[src/rtl/matrix_dot_sequencer.sv]
// Sequences a registered-product MAC core through an N-element dot product,
// fetching operands from two synchronous-read memories and returning the sum over valid/ready.
module matrix_dot_sequencer #(
    parameter int AW = 8,
    parameter int LW = 8,
    parameter int DW = 32
) (
    input  logic          clk,
    input  logic          rst,
    input  logic          start,
    input  logic [LW-1:0] len,
    input  logic [AW-1:0] base_a,
    input  logic [AW-1:0] base_b,
    input  logic [AW-1:0] stride_b,
    output logic          busy,
    output logic          mem_rd_en,
    output logic [AW-1:0] mem_a_addr,
    output logic [AW-1:0] mem_b_addr,
    input  logic [DW-1:0] mem_a_rdata,
    input  logic [DW-1:0] mem_b_rdata,
    output logic [DW-1:0] core_a,
    output logic [DW-1:0] core_b,
    output logic          core_m_rst,
    input  logic [DW-1:0] core_acc,
    output logic          res_valid,
    input  logic          res_ready,
    output logic [DW-1:0] res_data
);

    // Result handshake: the result transfers on any rising edge where
    // res_valid && res_ready; res_data is held stable while res_valid is high.

    typedef enum logic [1:0] {IDLE, ISSUE, DRAIN, DONE} state_t;

    state_t        state, state_next;
    logic [AW-1:0] a_addr, b_addr, stride_q;
    logic [LW-1:0] remain;
    logic          first_q;
    logic          t1_valid, t1_first, t1_last;
    logic          t2_valid, t2_first, t2_last;
    logic          t3_valid, t3_last;
    logic          last_read;
    logic          capture;

    assign last_read = (state == ISSUE) && (remain == LW'(1));
    assign capture   = (state == DRAIN) && t3_valid && t3_last;

    always_ff @(posedge clk) begin
        if (rst) state <= IDLE;
        else     state <= state_next;
    end

    always_comb begin
        state_next = state;
        case (state)
            IDLE:  if (start) state_next = (len == '0) ? DONE : ISSUE;
            ISSUE: if (last_read) state_next = DRAIN;
            DRAIN: if (capture) state_next = DONE;
            DONE:  if (res_ready) state_next = IDLE;
            default: state_next = IDLE;
        endcase
    end

    always_comb begin
        busy      = (state != IDLE);
        mem_rd_en = (state == ISSUE);
        res_valid = (state == DONE);
    end

    // Address generation, tag pipeline and result capture.
    always_ff @(posedge clk) begin
        if (rst) begin
            a_addr   <= '0;
            b_addr   <= '0;
            stride_q <= '0;
            remain   <= '0;
            first_q  <= 1'b0;
            t1_valid <= 1'b0;
            t1_first <= 1'b0;
            t1_last  <= 1'b0;
            t2_valid <= 1'b0;
            t2_first <= 1'b0;
            t2_last  <= 1'b0;
            t3_valid <= 1'b0;
            t3_last  <= 1'b0;
            res_data <= '0;
        end else begin
            t1_valid <= mem_rd_en;
            t1_first <= mem_rd_en && first_q;
            t1_last  <= last_read;
            t2_valid <= t1_valid;
            t2_first <= t1_first;
            t2_last  <= t1_last;
            t3_valid <= t2_valid;
            t3_last  <= t2_last;

            if (state == IDLE && start) begin
                if (len == '0) begin
                    res_data <= '0;
                end else begin
                    a_addr   <= base_a;
                    b_addr   <= base_b;
                    stride_q <= stride_b;
                    remain   <= len;
                    first_q  <= 1'b1;
                end
            end

            // Running-sum stride keeps the B address path multiplier-free.
            if (state == ISSUE) begin
                a_addr  <= a_addr + AW'(1);
                b_addr  <= b_addr + stride_q;
                remain  <= remain - LW'(1);
                first_q <= 1'b0;
            end

            if (capture) res_data <= core_acc;
        end
    end

    assign mem_a_addr = a_addr;
    assign mem_b_addr = b_addr;

    // Idle operands are forced to zero so the core's accumulator stays put between jobs.
    assign core_a     = t1_valid ? mem_a_rdata : '0;
    assign core_b     = t1_valid ? mem_b_rdata : '0;
    assign core_m_rst = t2_valid && t2_first;

endmodule

[config.mk]
export PLATFORM = sky130hd
export DESIGN_NAME = matrix_dot_sequencer
export DESIGN_NICKNAME = d
export VERILOG_FILES = /design/src/rtl/matrix_dot_sequencer.sv
export SDC_FILE = /design/constraint.sdc
export NUM_CORES = 1
export LEC_CHECK = 0
export BUFFER_PORTS_ARGS = -buffer_cell sky130_fd_sc_hd__clkbuf_2
export CORE_MARGIN = 2
export CORE_UTILIZATION = 35
export DETAILED_ROUTE_END_ITERATION = 10
export GPL_TIMING_DRIVEN = 0
export PLACE_DENSITY = 0.66
export SLEW_MARGIN = 20
export SYNTH_ARGS = -nofsm -noshare
export SYNTH_HDL_FRONTEND = slang
export SYNTH_SLANG_ARGS = --single-unit
[constraint.sdc]
create_clock -name clk -period 4.1 [get_ports clk]
set_clock_uncertainty 0.05 [all_clocks]
set_input_delay 0.615 -clock clk [delete_from_list [all_inputs] [get_ports clk]]
set_output_delay 0.615 -clock clk [all_outputs]
set_load 0.005 [all_outputs]
# [Word-level counts from Yosys, hierarchy flattened]
# Cells that the tools add are included.
[op_classes] bitwise_logic=1 mux=20 n_addsub=3 n_reduce_logical=17 eq_ne=9
[op_table] cell="$mux W32" n=5
[op_table] cell="$mux W8" n=9
[op_table] cell="$mux W2" n=5
[op_table] cell="$add A8 B1 Y8 const B" n=1
[op_table] cell="$add A8 B8 Y8" n=1
[op_table] cell="$eq A8 B1 Y1 const B" n=1
[op_table] cell="$logic_not A8 Y1" n=1
[op_table] cell="$pmux W2 S4" n=1
[op_table] cell="$reduce_bool A2 Y1" n=4
[op_table] cell="$sub A8 B1 Y8 const B" n=1
[op_table] cell="$logic_and A1 B1 Y1" n=6
[op_table] cell="$ne A2 B2 Y1 const B" n=3
[op_table] cell="$reduce_and A2 Y1" n=3
[op_table] cell="$eq A2 B2 Y1 const B" n=2
[op_table] cell="$ne A2 B1 Y1 const B" n=2
[op_table] cell="$reduce_and A4 Y1" n=1
[op_table] cell="$eq A2 B1 Y1 const B" n=1
[op_table] cell="$logic_not A2 Y1" n=1
[op_table] cell="$reduce_or A2 Y1" n=1
[op_table] cell="$not A1 Y1" n=1
[totals] input_bits=132 elab_cells=65 out_inout_bits=116 register_bits=75

# [Longest topological paths before layout]
# Gate-level depths: netlist (run 1).
[logic_depth] word_depth=5 mapped_depth=9 mapped_depth_nobuf=8

# [Least setup slack after synthesis (run 1)]
# OpenSTA, ideal clock, no wires.
[synth_path] kind="input -> register" start="in len[7]" end="reg remain[0]" cell_stages=6 path_buffers=2 path_slack_ns=2.011 required_ns=3.916 setup_time_ns=0.134 t_arrival_ns=1.905 path_cell_list="or4_4 o21ba_1 buf_6 buf_6 a211oi_1 a211oi_1"
[synth_via] elab_chain_len=3
[synth_lines] element="from (decl)" line_no="11" text="input logic [LW-1:0] len,"
[synth_lines] element="$logic_not A8 Y1" line_no="98" text="if (len == '0) begin"
[synth_lines] element="$ne A2 B2 Y1 (no source line)"
[synth_lines] element="$reduce_and A2 Y1 (no source line)"
[synth_lines] element="to (signal assigned)" line_no="104" text="remain <= len;"
[synth_lines] element="to (signal assigned)" line_no="113" text="remain <= remain - LW'(1);"
[synth_lines] element="to (decl)" line_no="37" text="logic [LW-1:0] remain;"
# No other way between the ends.
# A chain may end at the register's enable or synchronous reset.

# [Final worst setup path (run 1)]
[layout_path] start="reg state[0]" end="reg res_data[8]"
[layout_via] elab_chain_len=5 word_cells_on_any_way=9 classes_between="1 x eq/ne; 1 x mux; 7 x reduce/logical"
[layout_lines] element="from (decl)" line_no="35" text="state_t state, state_next;"
[layout_lines] element="from (signal assigned)" line_no="50" text="else state <= state_next;"
[layout_lines] element="$eq A2 B2 Y1" line_no="46" text="assign capture = (state == DRAIN) && t3_valid && t3_last;"
[layout_lines] element="$logic_and A1 B1 Y1 (2 in series)" line_no="46"
[layout_lines] element="$reduce_bool A2 Y1 (no source line)"
[layout_lines] element="$reduce_and A2 Y1 (no source line)"
[layout_lines] element="to (signal assigned)" line_no="117" text="if (capture) res_data <= core_acc;"
[layout_lines] element="to (decl)" line_no="27" text="output logic [DW-1:0] res_data"
# Parallel ways exist; a longest one is shown, timed or not.

==> flow_metrics.env, run 1 <==
export IMPL_num_vias=4350
export IMPL_grt_busiest_layer="met2"
export IMPL_total_power_uw=2670
export IMPL_ys_warn_count=0
export IMPL_grt_use_total_pct=22.9
export IMPL_gp_congestion=0.900
export IMPL_hold_path_end="t3_last"
export IMPL_power_net_switching_uw=1040
export IMPL_antenna_found_initial=0
export IMPL_wl_mm=14.0
export IMPL_postCtsSetupBuffers=0
export IMPL_drc_errors=0
export IMPL_layout_common_cells="246 x clkbuf_2, 75 x dfxtp_1, 66 x and2_1"
export IMPL_ys_seq_elements=75
export IMPL_wl_per_cell_um=16.2
export IMPL_grt_first_pass_wirelength_mm=20.5
export IMPL_ctsResizeCount=0
export IMPL_hold_depth=1
export IMPL_numCtsBuffers=9
export IMPL_hold_viol=0
export IMPL_htree_levels=3
export IMPL_die_x_um=108
export IMPL_status="finished clean"
export IMPL_grt_pass1_vias=4054
export IMPL_tns_ps=0
export IMPL_seq_area_frac_synth_pct=39.6
export IMPL_cts_hold_buffers=0
export IMPL_timing_rr_start="state[0]"
export IMPL_r2r_slack_ps=1740
export IMPL_clkSinkCount=75
export IMPL_hp_class="reg2reg"
export IMPL_rsz0062_at_grt="false"
export IMPL_crit_path_end_kind="flop"
export IMPL_dpl_cell_area_mm2=0.00520
export IMPL_dp_hpwl_mm=11.3
export IMPL_final_common_cell="clkbuf_2"
export IMPL_hp_start="t2_last"
export IMPL_ys_types=52
export IMPL_setup_viol=0
export IMPL_antenna_cells=0
export IMPL_slew_violations=0
export IMPL_drv_cap=0
export IMPL_p_clk_share_pct=21.3
export IMPL_multi_input_area_mm2=0.00210
export IMPL_clkLatencyLatePin_ps=360
export IMPL_seqPwrFrac_pct=36.0
export IMPL_final_seq_area_mm2=0.00150
export IMPL_core_area_mm2=0.0107
export IMPL_grt_overflow_total=0
export IMPL_stdcell_area_mm2=0.00539
export IMPL_synth_area_per_cell_um2=8.30
export IMPL_dp_cells=843
export IMPL_cp_data_required_time_ps=4340
export IMPL_ios=248
export IMPL_powerDensity_mw_per_mm2=495
export IMPL_path_max_fanout=10
export IMPL_drt_iter0_drc=206
export IMPL_synth_edf_count=0
export IMPL_layout_drive_gt1_share_pct=38.1
export IMPL_routed_via_density=5.06
export IMPL_synthArstFlopShare_pct=0
export IMPL_use_met3_pct=4.52
export IMPL_max_slew_margin_rel_pct=59.8
export IMPL_clockBufferDepth=2
export IMPL_max_vdd_ir_drop_mv=0.246
export IMPL_p_leak_uw=0.00261
export IMPL_gr_usage_met1_pct=28.3
export IMPL_dieHeight_um=108
export IMPL_power_internal_uw=1630
export IMPL_combPwrFrac_pct=42.6
export IMPL_io_buffers=246
export IMPL_clock_fmax_mhz=424
export IMPL_nNetsFinal=862
export IMPL_fillers=1103
export IMPL_initial_core_util_pct=35.5
export IMPL_timing_final_crit_share_pct=57.6
export IMPL_rows=38
export IMPL_arrival_ps=2600
export IMPL_grt_max_degree=14
export IMPL_reg2reg_depth=8
export IMPL_final_cells=859
export IMPL_area_growth_pct=42.1
export IMPL_first_pass_iters=5
export IMPL_p_sw_share_pct=39.1
export IMPL_syn_instance_count=457
export IMPL_postSynthNetCount=605
export IMPL_clock_tree_root_cell="clkbuf_8"
export IMPL_min_period_ps=2360
export IMPL_syn_area_mm2=0.00379
export IMPL_cts_tree="built"
export IMPL_path_class="reg2reg"
export IMPL_synth_main_ff_cell="dfxtp_1"
export IMPL_timing_rr_end="res_data[8]"
export IMPL_die_area_mm2=0.0117
export IMPL_detail_route_antenna_nets=0
export IMPL_worst_pin_slew_ps=600
export IMPL_path_clk_slew_ps=90
export IMPL_met2_usage_pct=39.4
export IMPL_start_kind="flop"
## power by group through the flow
| stage | combinational (uW) | clock, uW | sequential (uW) |
|---|---|---|---|
| floorplan | 741 | 0 | 953 |
| global placement | 1100 | 0 | 968 |
| detailed placement | 1130 | 0 | 975 |
| CTS | 1140 | 583 | 959 |
| global route | 1280 | 614 | 980 |
| finish | 1140 | 570 | 962 |
## logic make-up after synthesis
kind of cell	share of synthesized area, %
compound gates	21.9
buf+inv	5.04
simple gates	26.5
flops	39.6
mux	1.06
fa+ha+maj	5.47
xor+xnor	0.462
## worst max-delay path by stage
stage	to	from	slack (ps)
floorplan	remain[0]	len[7]	2010
global placement	res_data[3]	len[7]	1620
detailed placement	res_data[26]	len[7]	1590
CTS	res_data[26]	state[0]	1710
global route	res_data[31]	state[0]	1490
finish	res_data[8]	state[0]	1740
## sequential cells by signal (all words and copies together) (netlist names)
| register | count |
|---|---|
| res_data | 32 |
| mem_a_addr | 8 |
| mem_b_addr | 8 |
| remain | 8 |
| stride_q | 8 |
| state | 2 |
| first_q | 1 |
| t1_first | 1 |
| t1_last | 1 |
| t1_valid | 1 |
| t2_first | 1 |
| t2_last | 1 |
| t2_valid | 1 |
| t3_last | 1 |
| t3_valid | 1 |
## cell type report
type / count / share of cell area, %
Multi-Input combinational cell: 336 / 39.0
Sequential cell: 75 / 27.8
Timing Repair Buffer: 246 / 22.8
Tap cell: 140 / 3.25
Buffer: 30 / 2.44
Clock buffer: 9 / 2.30
Clock inverter: 7 / 1.28
Inverter: 16 / 1.11
## worst max-delay path, cell delays in order (launching register included)
cell	delay, ps
dfxtp_1	370
inv_1	100
ha_1	230
and3_1	140
clkbuf_1	200
a31oi_1	510
clkbuf_1	440
a22oi_1	130
nor2_1	110
## metal layers
layer	vias to the layer above	share of wire, %	routed length (um)
met4	0	1.8	255
met5	-	0	0
li1	2109	-	-
met1	2009	41	5670
met3	17	8.4	1170
met2	215	49	6860
## cell usage after synthesis, types with 3 or more instances
cell | instances | area share, %
o21ai_0 | 11 | 1.5
a31oi_1 | 4 | 0.66
nor4_1 | 3 | 0.49
ha_1 | 15 | 4.9
nor2b_1 | 7 | 1.2
a311oi_1 | 5 | 1.2
a211oi_1 | 8 | 1.6
and3_1 | 5 | 0.82
a22oi_1 | 32 | 6.3
o311ai_1 | 3 | 0.69
and2_1 | 66 | 11
inv_1 | 16 | 1.6
a32oi_1 | 4 | 0.92
dfxtp_1 | 75 | 40
nand2b_1 | 6 | 0.99
nor2_1 | 54 | 5.3
a21oi_1 | 29 | 3.8
a211oi_2 | 3 | 0.99
mux2i_1 | 4 | 1.1
clkbuf_1 | 26 | 2.6
nand2_1 | 38 | 3.8
nor3_1 | 5 | 0.66
## metrics by stage
stage / utilization [%] / hold WS, ps / worst slack (ps)
after global routing: 50.4 / 409 / 1490
final: 50.4 / 396 / 1740
after detailed placement: 48.6 / 383 / 1590
after CTS: 50.4 / 404 / 1710
after floorplan: - / 364 / 2010
after global placement: 48.6 / 371 / 1620
No activity file was read; power rests on OpenSTA's default activity.
==> inputs of run 2 (changes only) <==
- clock period: 4.1 -> 2.35 ns (I/O delays scaled with it)
==> run 2 against run 1 <==
Largest cell class unchanged. Highest routed layer unchanged. Global-route usage about the same. Count of clock-buffer cells in the layout unchanged. Critical path depth decreased by 4. First-iteration DRC count increased by 22%.
==> flow_metrics.env, run 2 (synthesis gave the netlist of run 1 again) <==
export IMPL_status="finished clean"
export IMPL_rows=38
export IMPL_dieHeight_um=108
export IMPL_fin_util_pct=50.5
export IMPL_wl_per_cell_um=16.3
export IMPL_worst_pin_slew_ps=650
export IMPL_clkLatencyLatePin_ps=360
export IMPL_path_class="reg2out"
export IMPL_postCtsSetupBuffers=0
export IMPL_setup_viol=0
export IMPL_arrival_ps=1700
export IMPL_rsz0062_at_grt="false"
export IMPL_p_leak_uw=0.00262
export IMPL_powerDensity_mw_per_mm2=864
export IMPL_layout_common_cells="250 x clkbuf_2, 75 x dfxtp_1, 66 x and2_1"
export IMPL_clockBufferDepth=2
export IMPL_timing_final_crit_share_pct=89.4
export IMPL_gp_congestion=0.900
export IMPL_initial_core_util_pct=35.5
export IMPL_largest_register="res_data"
export IMPL_nNetsFinal=862
export IMPL_grt_use_total_pct=22.9
export IMPL_grt_pass1_vias=4062
export IMPL_path_clk_slew_ps=80
export IMPL_clock_fmax_mhz=476
export IMPL_first_pass_iters=5
export IMPL_cp_data_required_time_ps=1950
export IMPL_htree_levels=3
export IMPL_max_slew_margin_rel_pct=56.7
export IMPL_crit_path_end_kind="output pin"
export IMPL_drv_cap=0
export IMPL_ios=248
export IMPL_routed_via_density=5.04
export IMPL_min_period_ps=2100
export IMPL_dp_hpwl_mm=11.3
export IMPL_antenna_cells=0
export IMPL_numCtsBuffers=9
export IMPL_grt_first_pass_wirelength_mm=20.5
export IMPL_grt_max_degree=14
export IMPL_antenna_found_initial=0
export IMPL_slew_violations=0
export IMPL_drt_iter0_drc=251
export IMPL_clkSinkCount=75
export IMPL_start_kind="flop"
export IMPL_die_x_um=108
export IMPL_clock_tree_root_cell="clkbuf_8"
export IMPL_wl_mm=14.0
export IMPL_drc_errors=0
export IMPL_area_growth_pct=42.4
export IMPL_io_buffers=246
export IMPL_max_vdd_ir_drop_mv=0.431
export IMPL_tns_ps=0
export IMPL_fillers=1100
export IMPL_hold_viol=0
export IMPL_grt_overflow_total=0
export IMPL_multi_input_area_mm2=0.00211
export IMPL_path_max_fanout=10
export IMPL_cts_tree="built"
export IMPL_reg2reg_depth=6
export IMPL_final_seq_area_mm2=0.00150
export IMPL_detail_route_antenna_nets=0
export IMPL_hp_class="in2reg"
export IMPL_hold_depth=3
export IMPL_final_common_cell="clkbuf_2"
export IMPL_largest_reg_flops=32
export IMPL_layout_drive_gt1_share_pct=38.8
export IMPL_core_area_mm2=0.0107
export IMPL_num_vias=4333
export IMPL_die_area_mm2=0.0117
[run 2: cell counts in the layout (fill, tap and decap cells not counted)]
No cell type changed its count.
[run 2: stage by stage]
step,hold WS [ps],setup WS [ps],cell area [um^2],cells,total power [uW]
3_3_place_gp,371,12.2,5200,843,3600
3_5_place_dp,383,-21.9,5200,843,3670
4_1_cts,154,115,5400,859,4680
5_1_grt,168,72.0,5410,859,5010
6_report,160,248,5410,859,4670
2_1_floorplan,364,524,3790,457,2960
[run 2: report_power, final]
group	total (uW)	internal, uW	switching, uW
combinational	1990	878	1110
sequential	1680	1480	203
clock	997	486	511
[run 2: path summary, 6_finish.rpt]
| path | startpoint | end | slack (ps) |
|---|---|---|---|
| min reg2reg | t2_last | t3_last | 400 |
| max | t1_valid | core_a[14] | 250 |
| max reg2reg | mem_b_addr[1] | mem_b_addr[7] | 250 |
| min | stride_b[2] | stride_q[2] | 160 |
[run 2: timing repair]
| item | in CTS | in global routing |
|---|---|---|
| endpoints found under the setup margin | 18 | 29 |
| gates resized for setup | 1 | 8 |
| hold buffers | 0 | 0 |
[run 2: layer usage]
metal	part of all wire, %	global-route usage, %	vias to the layer above
met3	7.4	4.52	17
met4	1.8	8.52	0
li1	-	-	2112
met5	0	0	-
met1	42	28.3	2009
met2	49	39.5	195
[run 2: cell type report]
cell class	instances	share of cell area (%)
plain buffers	30	2.52
flip-flops and latches	75	27.8
inverters	16	1.11
clock inverters	7	1.27
clock buffers	9	2.29
multi-input cells	336	39.0
well taps	140	3.24
repair buffers	246	22.8
[run 2: worst max-delay path: stages (launching register included)]
cell      delay [ps]
dfxtp_1          340
clkbuf_1         340
clkbuf_1         350
and2_1           190
clkbuf_2         110
